<file path="config.mk">
export PLATFORM = sky130hd
export DESIGN_NAME = slv_guard_recovery_ctrl
export DESIGN_NICKNAME = d
export VERILOG_FILES = /design/src/rtl/slv_guard_recovery_ctrl.sv
export SDC_FILE = /design/constraint.sdc
export NUM_CORES = 1
export LEC_CHECK = 0
export CAP_MARGIN = 20
export CORE_MARGIN = 3
export CORE_UTILIZATION = 35
export DETAILED_ROUTE_END_ITERATION = 16
export GPL_TIMING_DRIVEN = 0
export PLACE_DENSITY = 0.74
export SLEW_MARGIN = 20
export SYNTH_ARGS = -nofsm -noshare
export SYNTH_HDL_FRONTEND = slang
export SYNTH_SLANG_ARGS = --single-unit
</file>
<file path="constraint.sdc">
create_clock -name clk_i -period 1.71 [get_ports clk_i]
set_input_delay 0.2565 -clock clk_i [delete_from_list [all_inputs] [get_ports clk_i]]
set_output_delay 0.2565 -clock clk_i [all_outputs]
set_load 0.01 [all_outputs]
</file>
<file path="src/rtl/slv_guard_recovery_ctrl.sv">
// Register-port sequencer for slv_guard_top: programs budgets and enable, then recovers on irq.
// Optional retry limit (LOCKED state, fatal_o) is enabled by SLV_GUARD_RECOVERY_RETRY_LIMIT_EN.
module slv_guard_recovery_ctrl #(
    parameter int unsigned AddrWidth   = 32,
    parameter logic [31:0] EnaOffset   = 32'h0,
    parameter logic [31:0] WrBudOffset = 32'h4,
    parameter logic [31:0] RdBudOffset = 32'h8,
    parameter logic [31:0] StatOffset  = 32'hC,
    parameter int unsigned RstTimeout  = 1024,
    parameter int unsigned MaxRetries  = 4
) (
    input  logic                 clk_i,
    input  logic                 rst_ni,
    input  logic [31:0]          wr_budget_i,
    input  logic [31:0]          rd_budget_i,
    output logic [AddrWidth-1:0] reg_addr_o,
    output logic [31:0]          reg_wdata_o,
    output logic [3:0]           reg_wstrb_o,
    output logic                 reg_write_o,
    output logic                 reg_valid_o,
    input  logic [31:0]          reg_rdata_i,
    input  logic                 reg_error_i,
    input  logic                 reg_ready_i,
    input  logic                 guard_irq_i,
    output logic                 rst_req_o,
    input  logic                 rst_stat_i,
    output logic [31:0]          status_o,
    output logic [7:0]           recov_cnt_o,
    output logic                 cfg_err_o,
    output logic                 rst_tmo_o,
    output logic                 busy_o,
    output logic                 fatal_o
);

    localparam int unsigned TmoW = $clog2(RstTimeout + 1);
    localparam logic [TmoW-1:0] TmoLast = TmoW'(RstTimeout - 1);

`ifdef SLV_GUARD_RECOVERY_RETRY_LIMIT_EN
    localparam logic [7:0] RetryLimit = 8'(MaxRetries);
`else
    // MaxRetries only has meaning when the retry limit is compiled in.
    if (MaxRetries > 255) begin : g_retry_limit_unused
    end
`endif

    typedef enum logic [3:0] {
        StCfgWbud,
        StCfgRbud,
        StCfgEna,
        StMonitor,
        StRdStat,
        StClrStat,
        StRstAssert,
        StRstRelease
`ifdef SLV_GUARD_RECOVERY_RETRY_LIMIT_EN
        , StLocked
`endif
    } state_e;

    state_e state_q, state_d;

    logic                 valid_q, valid_d;
    logic                 write_q, write_d;
    logic [AddrWidth-1:0] addr_q, addr_d;
    logic [31:0]          wdata_q, wdata_d;
    logic [3:0]           wstrb_q, wstrb_d;
    logic [31:0]          status_q, status_d;
    logic [7:0]           recov_q, recov_d;
    logic                 cfg_err_q, cfg_err_d;
    logic                 rst_tmo_q, rst_tmo_d;
    logic [TmoW-1:0]      tmo_cnt_q, tmo_cnt_d;

    logic bus_state;
    logic accept;
    logic tmo_hit;

    assign bus_state = state_q inside {StCfgWbud, StCfgRbud, StCfgEna, StRdStat, StClrStat};
    assign accept    = valid_q & reg_ready_i;
    assign tmo_hit   = (tmo_cnt_q == TmoLast);

    // State register
    always_ff @(posedge clk_i) begin
        if (!rst_ni) begin
            state_q <= StCfgWbud;
        end else begin
            state_q <= state_d;
        end
    end

    // Next-state logic
    always_comb begin
        state_d = state_q;
        unique case (state_q)
            StCfgWbud:    if (accept) state_d = StCfgRbud;
            StCfgRbud:    if (accept) state_d = StCfgEna;
            StCfgEna:     if (accept) state_d = StMonitor;
            StMonitor: begin
                if (guard_irq_i) begin
`ifdef SLV_GUARD_RECOVERY_RETRY_LIMIT_EN
                    state_d = (recov_q == RetryLimit) ? StLocked : StRdStat;
`else
                    state_d = StRdStat;
`endif
                end
            end
            StRdStat:     if (accept) state_d = StClrStat;
            StClrStat:    if (accept) state_d = StRstAssert;
            StRstAssert:  if (rst_stat_i || tmo_hit) state_d = StRstRelease;
            StRstRelease: if (!rst_stat_i || tmo_hit) state_d = StCfgWbud;
`ifdef SLV_GUARD_RECOVERY_RETRY_LIMIT_EN
            StLocked:     state_d = StLocked;
`endif
            default:      state_d = StCfgWbud;
        endcase
    end

    // State-decoded outputs
    always_comb begin
        busy_o    = (state_q != StMonitor);
        rst_req_o = (state_q == StRstAssert);
        fatal_o   = 1'b0;
`ifdef SLV_GUARD_RECOVERY_RETRY_LIMIT_EN
        if (state_q == StLocked) begin
            rst_req_o = 1'b1;
            fatal_o   = 1'b1;
        end
`endif
    end

    // Bus request, captured status, counters and sticky flags
    always_comb begin
        valid_d   = valid_q;
        write_d   = write_q;
        addr_d    = addr_q;
        wdata_d   = wdata_q;
        wstrb_d   = wstrb_q;
        status_d  = status_q;
        recov_d   = recov_q;
        cfg_err_d = cfg_err_q;
        rst_tmo_d = rst_tmo_q;
        tmo_cnt_d = tmo_cnt_q;

        // Request launches one cycle after entering a bus state; payload sampled here.
        if (bus_state && !valid_q) begin
            valid_d = 1'b1;
            unique case (state_q)
                StCfgWbud: begin
                    write_d = 1'b1;
                    addr_d  = AddrWidth'(WrBudOffset);
                    wdata_d = wr_budget_i;
                    wstrb_d = 4'hF;
                end
                StCfgRbud: begin
                    write_d = 1'b1;
                    addr_d  = AddrWidth'(RdBudOffset);
                    wdata_d = rd_budget_i;
                    wstrb_d = 4'hF;
                end
                StCfgEna: begin
                    write_d = 1'b1;
                    addr_d  = AddrWidth'(EnaOffset);
                    wdata_d = 32'h1;
                    wstrb_d = 4'h1;
                end
                StRdStat: begin
                    write_d = 1'b0;
                    addr_d  = AddrWidth'(StatOffset);
                    wdata_d = 32'h0;
                    wstrb_d = 4'h0;
                end
                StClrStat: begin
                    write_d = 1'b1;
                    addr_d  = AddrWidth'(StatOffset);
                    wdata_d = status_q;
                    wstrb_d = 4'hF;
                end
                default: ;
            endcase
        end

        if (accept) begin
            valid_d = 1'b0;
            write_d = 1'b0;
            addr_d  = '0;
            wdata_d = '0;
            wstrb_d = '0;
            if (state_q == StRdStat) begin
                status_d = reg_rdata_i;
            end
            if (reg_error_i) begin
                cfg_err_d = 1'b1;
            end
        end

        if (state_d != state_q) begin
            tmo_cnt_d = '0;
        end else if (state_q inside {StRstAssert, StRstRelease}) begin
            tmo_cnt_d = tmo_cnt_q + 1'b1;
        end

        if (tmo_hit && ((state_q == StRstAssert && !rst_stat_i) ||
                        (state_q == StRstRelease && rst_stat_i))) begin
            rst_tmo_d = 1'b1;
        end

        if (state_q == StRstRelease && state_d == StCfgWbud && recov_q != 8'hFF) begin
            recov_d = recov_q + 8'd1;
        end
    end

    always_ff @(posedge clk_i) begin
        if (!rst_ni) begin
            valid_q   <= 1'b0;
            write_q   <= 1'b0;
            addr_q    <= '0;
            wdata_q   <= '0;
            wstrb_q   <= '0;
            status_q  <= '0;
            recov_q   <= '0;
            cfg_err_q <= 1'b0;
            rst_tmo_q <= 1'b0;
            tmo_cnt_q <= '0;
        end else begin
            valid_q   <= valid_d;
            write_q   <= write_d;
            addr_q    <= addr_d;
            wdata_q   <= wdata_d;
            wstrb_q   <= wstrb_d;
            status_q  <= status_d;
            recov_q   <= recov_d;
            cfg_err_q <= cfg_err_d;
            rst_tmo_q <= rst_tmo_d;
            tmo_cnt_q <= tmo_cnt_d;
        end
    end

    assign reg_valid_o = valid_q;
    assign reg_write_o = write_q;
    assign reg_addr_o  = addr_q;
    assign reg_wdata_o = wdata_q;
    assign reg_wstrb_o = wstrb_q;
    assign status_o    = status_q;
    assign recov_cnt_o = recov_q;
    assign cfg_err_o   = cfg_err_q;
    assign rst_tmo_o   = rst_tmo_q;

endmodule

</file>
# Word level (Yosys, flattened, before mapping)
# Cells that the tools add are included.
dict set report word_totals {
  regBits 127
}
dict set report op_classes {
  addsub 2
  n_eq_ne 11
  n_mux 13
  bitwise 2
  n_reduce_logical 29
}
# cell n
set op_table {}
lappend op_table {{32-bit case mux with 5 select lines} 1}
lappend op_table {{32-bit case mux with 4 select lines} 1}
lappend op_table {{4-bit 2-to-1 mux} 8}
lappend op_table {{4-bit case mux with 8 select lines} 1}
lappend op_table {{4-bit by 3-bit equality test with 1-bit output, second input constant} 4}
lappend op_table {{4-bit case mux with 3 select lines} 1}
lappend op_table {{2-bit AND reduction} 6}
lappend op_table {{11-bit by 1-bit adder with 11-bit output, second input constant} 1}
lappend op_table {{11-bit by 10-bit equality test with 1-bit output, second input constant} 1}
lappend op_table {{8-bit by 1-bit adder with 8-bit output, second input constant} 1}
lappend op_table {{4-bit by 2-bit equality test with 1-bit output, second input constant} 2}
lappend op_table {{4-bit logical NOT} 2}
lappend op_table {{8-bit inequality test, second input constant} 1}
lappend op_table {{1-bit logical AND} 6}
lappend op_table {{2-bit OR reduction} 3}
lappend op_table {{5-bit nonzero test} 1}
lappend op_table {{4-bit by 1-bit equality test with 1-bit output, second input constant} 1}
lappend op_table {{4-bit by 2-bit inequality test with 1-bit output, second input constant} 1}
lappend op_table {{4-bit inequality test} 1}
lappend op_table {{2-bit nonzero test} 2}
lappend op_table {{4-bit nonzero test} 1}
lappend op_table {{4-bit OR reduction} 1}
lappend op_table {{1-bit logical OR} 3}
lappend op_table {{3-bit nonzero test} 1}
lappend op_table {{other kinds (5)} 6}

# Logic depth before layout (Yosys ltp)
dict set report depth {
  depth_word 7
  ltp_mapped 7
  mapped_depth_nobuf 6
}

# Worst setup path before layout
# Ideal clock, no wire load.
dict set report synth_timing {
  path_kind {reg-to-reg}
  start {reg tmo_cnt_q[0]}
  end {reg recov_q[5] (netlist: recov_cnt_o[5])}
  setup_ns 0.118
  t_arrival_ns 1.727
  slack_ns -0.135
  stages_incl_launch_ff 7
  synth_period_minus_slack_ns 1.845
  path_cell_list {dfxtp_1 -> ha_1 -> nand3_1 -> o41ai_4 -> nand2_4 -> or3_1 -> mux2i_1}
}
dict set report synth_via {
  elab_chain_cells 7
  word_cells_on_any_way 9
}
# element line_no
set synth_rtl {}
lappend synth_rtl {{start, declared} 71} ;# logic [TmoW-1:0] tmo_cnt_q, tmo_cnt_d;
lappend synth_rtl {{start signal, assigned} 233} ;# tmo_cnt_q <= tmo_cnt_d;
lappend synth_rtl {{11-bit by 10-bit equality test with 1-bit output *} 79} ;# assign tmo_hit = (tmo_cnt_q == TmoLast);
lappend synth_rtl {{1-bit logical OR, on equally long branches} {109, 108}}
lappend synth_rtl {{4-bit 2-to-1 mux, on equally long branches} {109, 108}}
lappend synth_rtl {{4-bit case mux with 8 select lines *} 93} ;# unique case (state_q)
lappend synth_rtl {{4-bit logical NOT *} 206} ;# if (state_q == StRstRelease && state_d == StCfgWbud && recov_q != 8'hFF) begin
lappend synth_rtl {{1-bit logical AND * (2 in series)} 206}
lappend synth_rtl {{end signal, assigned} 230} ;# recov_q <= recov_d;
lappend synth_rtl {{end, declared} 68} ;# logic [7:0] recov_q, recov_d;
# Mark *: on every way between the ends. The rest lies on a longest branch, timed or not.
# A chain may end at the register's enable or synchronous reset.

# Final worst setup path
dict set report layout_timing {
  start {reg state_q[0]}
  end {reg wdata_q[10] (netlist: reg_wdata_o[10])}
}
dict set report layout_via {
  elab_chain_cells 4
  word_cells_on_any_way 9
}
# element line_no
set layout_rtl {}
lappend layout_rtl {{start, declared} 60} ;# state_e state_q, state_d;
lappend layout_rtl {{start signal, assigned} 84} ;# state_q <= StCfgWbud;
lappend layout_rtl {{start signal, assigned} 86} ;# state_q <= state_d;
lappend layout_rtl {{4-bit by 1-bit equality test with 1-bit output, or another cell as far along} {77, 146}}
lappend layout_rtl {{5-bit nonzero test (no line)} --}
lappend layout_rtl {{1-bit logical AND} 144} ;# if (bus_state && !valid_q) begin
lappend layout_rtl {{2-bit AND reduction (no line)} --}
lappend layout_rtl {{end signal, assigned} 227} ;# wdata_q <= wdata_d;
lappend layout_rtl {{end, declared} 65} ;# logic [31:0] wdata_q, wdata_d;
# Several ways; a longest one is shown, not always the timed one.

==> metrics <==
status=complete, but fails checks; failing checks=setup timing; total negative setup slack=-1.61 ns; max incr delay on CP=0.45 ns; EDFF count, synth=0; largest cells by area after synthesis=dfxtp_1 43%, nand2_1 7.3%, a222oi_1 6.8%, buf_4 6.0%, a21oi_1 4.2%; maximum clock path buffer count=2; Most Used Layer, Global Route=met2; Core Region=12200 um2; Post-DP Area=roughly 6600 um2; required time worst endpoint=1.93 ns; final-stage net count=between 800 and 900; static leakage=2.99 nW; RR Endpoint=reg_wdata_o[10]; Worst Hold Launch=reg_rdata_i[22]; share of cells above drive strength 1=0.226; Fin. Hold Viols=0; Util after Layout=0.625; Synth Warn #=0; Vias=4930; post-route worst setup slack=-0.115 ns; n_diodes=0; Synth Area in Compound Gates=0.242; DRC errors left=0; Synth cell types=47; CTS buffer count=9; total gr overflow=0; WL/cell=approximately 17 um; root buffer cell=clkbuf_16; worst slew pin tran=0.477 ns; port buffer count=185; top_reg_cell synth=dfxtp_1; CP Cell Sequence=o21a_1, or3_4, clkbuf_16, a222oi_1, a21oi_1; routability cong.=0.814; highest-count cells in the layout ignoring fill and taps=183 x clkdlybuf4s50_1, 85 x nand2_1, 83 x dfxtp_1, 73 x buf_4, 36 x a21oi_1; Final Instance Area=about 7600 um2; HPWL after DPL=11.3 mm; fin crit share=1.07; Post-Synth Adder-Cell Area=0.00570; initial antenna violation count=0; die area=13900 um2; Reg-to-Reg Start=state_q[0]; Ports=217; FP Rows=40; clk_lat worst skew=0.35 ns; largest family of logic cells by synthesized area=compound AO/OA/AOI/OAI gates; Final min period=1.83 ns; Reg2Reg Depth=5; DRT iter0 DRCs=360; Area Growth Syn to Fin=73.1%; crit end category=register; number of global-route vias before repair=4984; CTS Sinks=95; CP max FO=6; Worst path slowest cell=or3_4; maximum VDD drop=0.000434 V; clk slew on worst S/H paths=0.07 ns; Die W=118 um; Synth Instances=519; Antenna Nets Post-Route=0; Max H-tree Level=3; post-synthesis mux area share=0.00684; Syn Std Cell Area=4390 um2; Synth Area in XOR/XNOR=0.0319; GR Util met3=0.0529; Yosys top cell by area=dfxtp_1; WL final=roughly 17 mm; CP delay by family, top=compound AO/OA/AOI/OAI gates; WS Path Type=reg2reg; worst min-delay path category=in2reg; GRT met1 Usage=0.257; fmax=0.548 GHz; CTS tree=built; max-slew violation total from the final report=0; Hold Path Cell Cnt=3; ys async rst share=0; RSZ-0062 raised after global routing=true; CP Launch Type=register; r2r setup slk=-0.12 ns; P per Cell Area=695 nW/um2; critical path arrival=2.04 ns; Rel. slew slack=0.674; met2 usage=0.393; Max-Cap Viols=0; first-pass GRT wire length=25.5 mm; Pwr Total=5.28 mW; Hold Path End=status_o[22]; most common cell after layout, fill and taps aside=clkdlybuf4s50_1; Yosys top cell area share=0.433; #FFs+latches synth=95; largest net degree at the start of global routing=17; Die H=118 um; clk_skew=0.00854 ns; CP bufs+invs=1; DRT Pass-1 Iters=5; simple-gate area share of the yosys netlist=0.181; total routing usage reported by global routing=0.225; Seq/Total Area, Yosys=0.433; mean post-synth cell area=8.46 um2; endpoints failing setup=36; drt via density=5.14; Starting Density=0.361
==> kinds of logic after synthesis <==
logic type / count (synthesis)
other: 1
xor gates and xnor gates: 16
AOI/OAI and AO/OA: 152
buffers and inverters: 78
and+or+nand+nor: 172
DFF: 95
muxes: 3
adders and majority gates: 2
==> how the worst max path moves through the flow <==
stage | startpoint | end | cells past startpoint
2_1_floorplan | tmo_cnt_q[1] | recov_cnt_o[5] | 6
3_3_place_gp | reg_ready_i | status_o[16] | 6
3_5_place_dp | reg_ready_i | status_o[13] | 6
4_1_cts | state_q[0] | reg_wdata_o[10] | 5
5_1_grt | state_q[0] | reg_wdata_o[10] | 5
6_report | state_q[0] | reg_wdata_o[10] | 5
==> per-layer routing <==
layer	share of wire	wire, um	up-vias
met5	0	0	-
met4	0.029	486	0
met3	0.076	1270	31
met2	0.51	8360	232
met1	0.39	6430	2341
li1	-	-	2326
==> synthesized netlist by cell type, types with 5 or more instances <==
cell       n
a21boi_0  23
a21boi_1  10
a21oi_1   37
a222oi_1  30
and2_1     5
buf_2      6
buf_4     35
clkbuf_1  32
dfxtp_1   95
nand2_1   86
nand2b_1   6
nand3_1    7
nand4_1    5
nor2_1    31
nor3_1    10
o21ai_0   34
xnor2_1    8
xor2_1     8
==> area by class of cell <==
class | instances | area [um2]
timing repair buffer | 228 | 2200
multi-input combinational | 377 | 2360
clock buffer | 10 | 239
tap | 168 | 210
inverter | 4 | 15.0
fill | 1047 | 4560
buffer | 72 | 578
sequential | 95 | 1930
clock inverter | 6 | 68.8
==> worst reg2reg max path, delay by kind of cell, from the launching register on <==
family          cells  cell delay, ns
simple gates        1            0.45
buf+inv             1            0.19
flops               1            0.35
compound gates      3            0.70
==> sequential cells by signal (all words and copies together), names as in the netlist <==
name / flops
recov_cnt_o: 8
state_q: 4
reg_wstrb_o: 2
cfg_err_o: 1
reg_wdata_o: 32
rst_tmo_o: 1
reg_addr_o: 2
reg_write_o: 1
status_o: 32
reg_valid_o: 1
tmo_cnt_q: 11
==> per-stage QoR <==
step	hold WS [ns]	setup WS (ns)	instances
2_1_floorplan	0.391	-0.0974	550
3_3_place_gp	0.454	-0.809	903
3_5_place_dp	0.460	-0.851	903
4_1_cts	0.448	-0.139	948
5_1_grt	0.455	-0.171	960
6_report	0.452	-0.115	960
==> report_power, final <==
part           internal [mW]  switching, mW  leakage [nW]
Sequential              2.28         0.0410         0.781
Clock                   1.18          0.907         0.149
Combinational          0.523          0.349          2.06
Total                   3.98           1.30          2.99
==> timing repair <==
| action | 4_1_cts | 5_1_grt |
|---|---|---|
| hold buffers | 0 | 0 |
| setup buffers | 28 | 12 |
| resized for setup | 85 | 46 |
| setup endpoints to repair | 90 | 82 |
| pin swaps | 18 | 20 |
| cloned | 3 | 1 |
No activity file was read; power rests on OpenSTA's default activity.
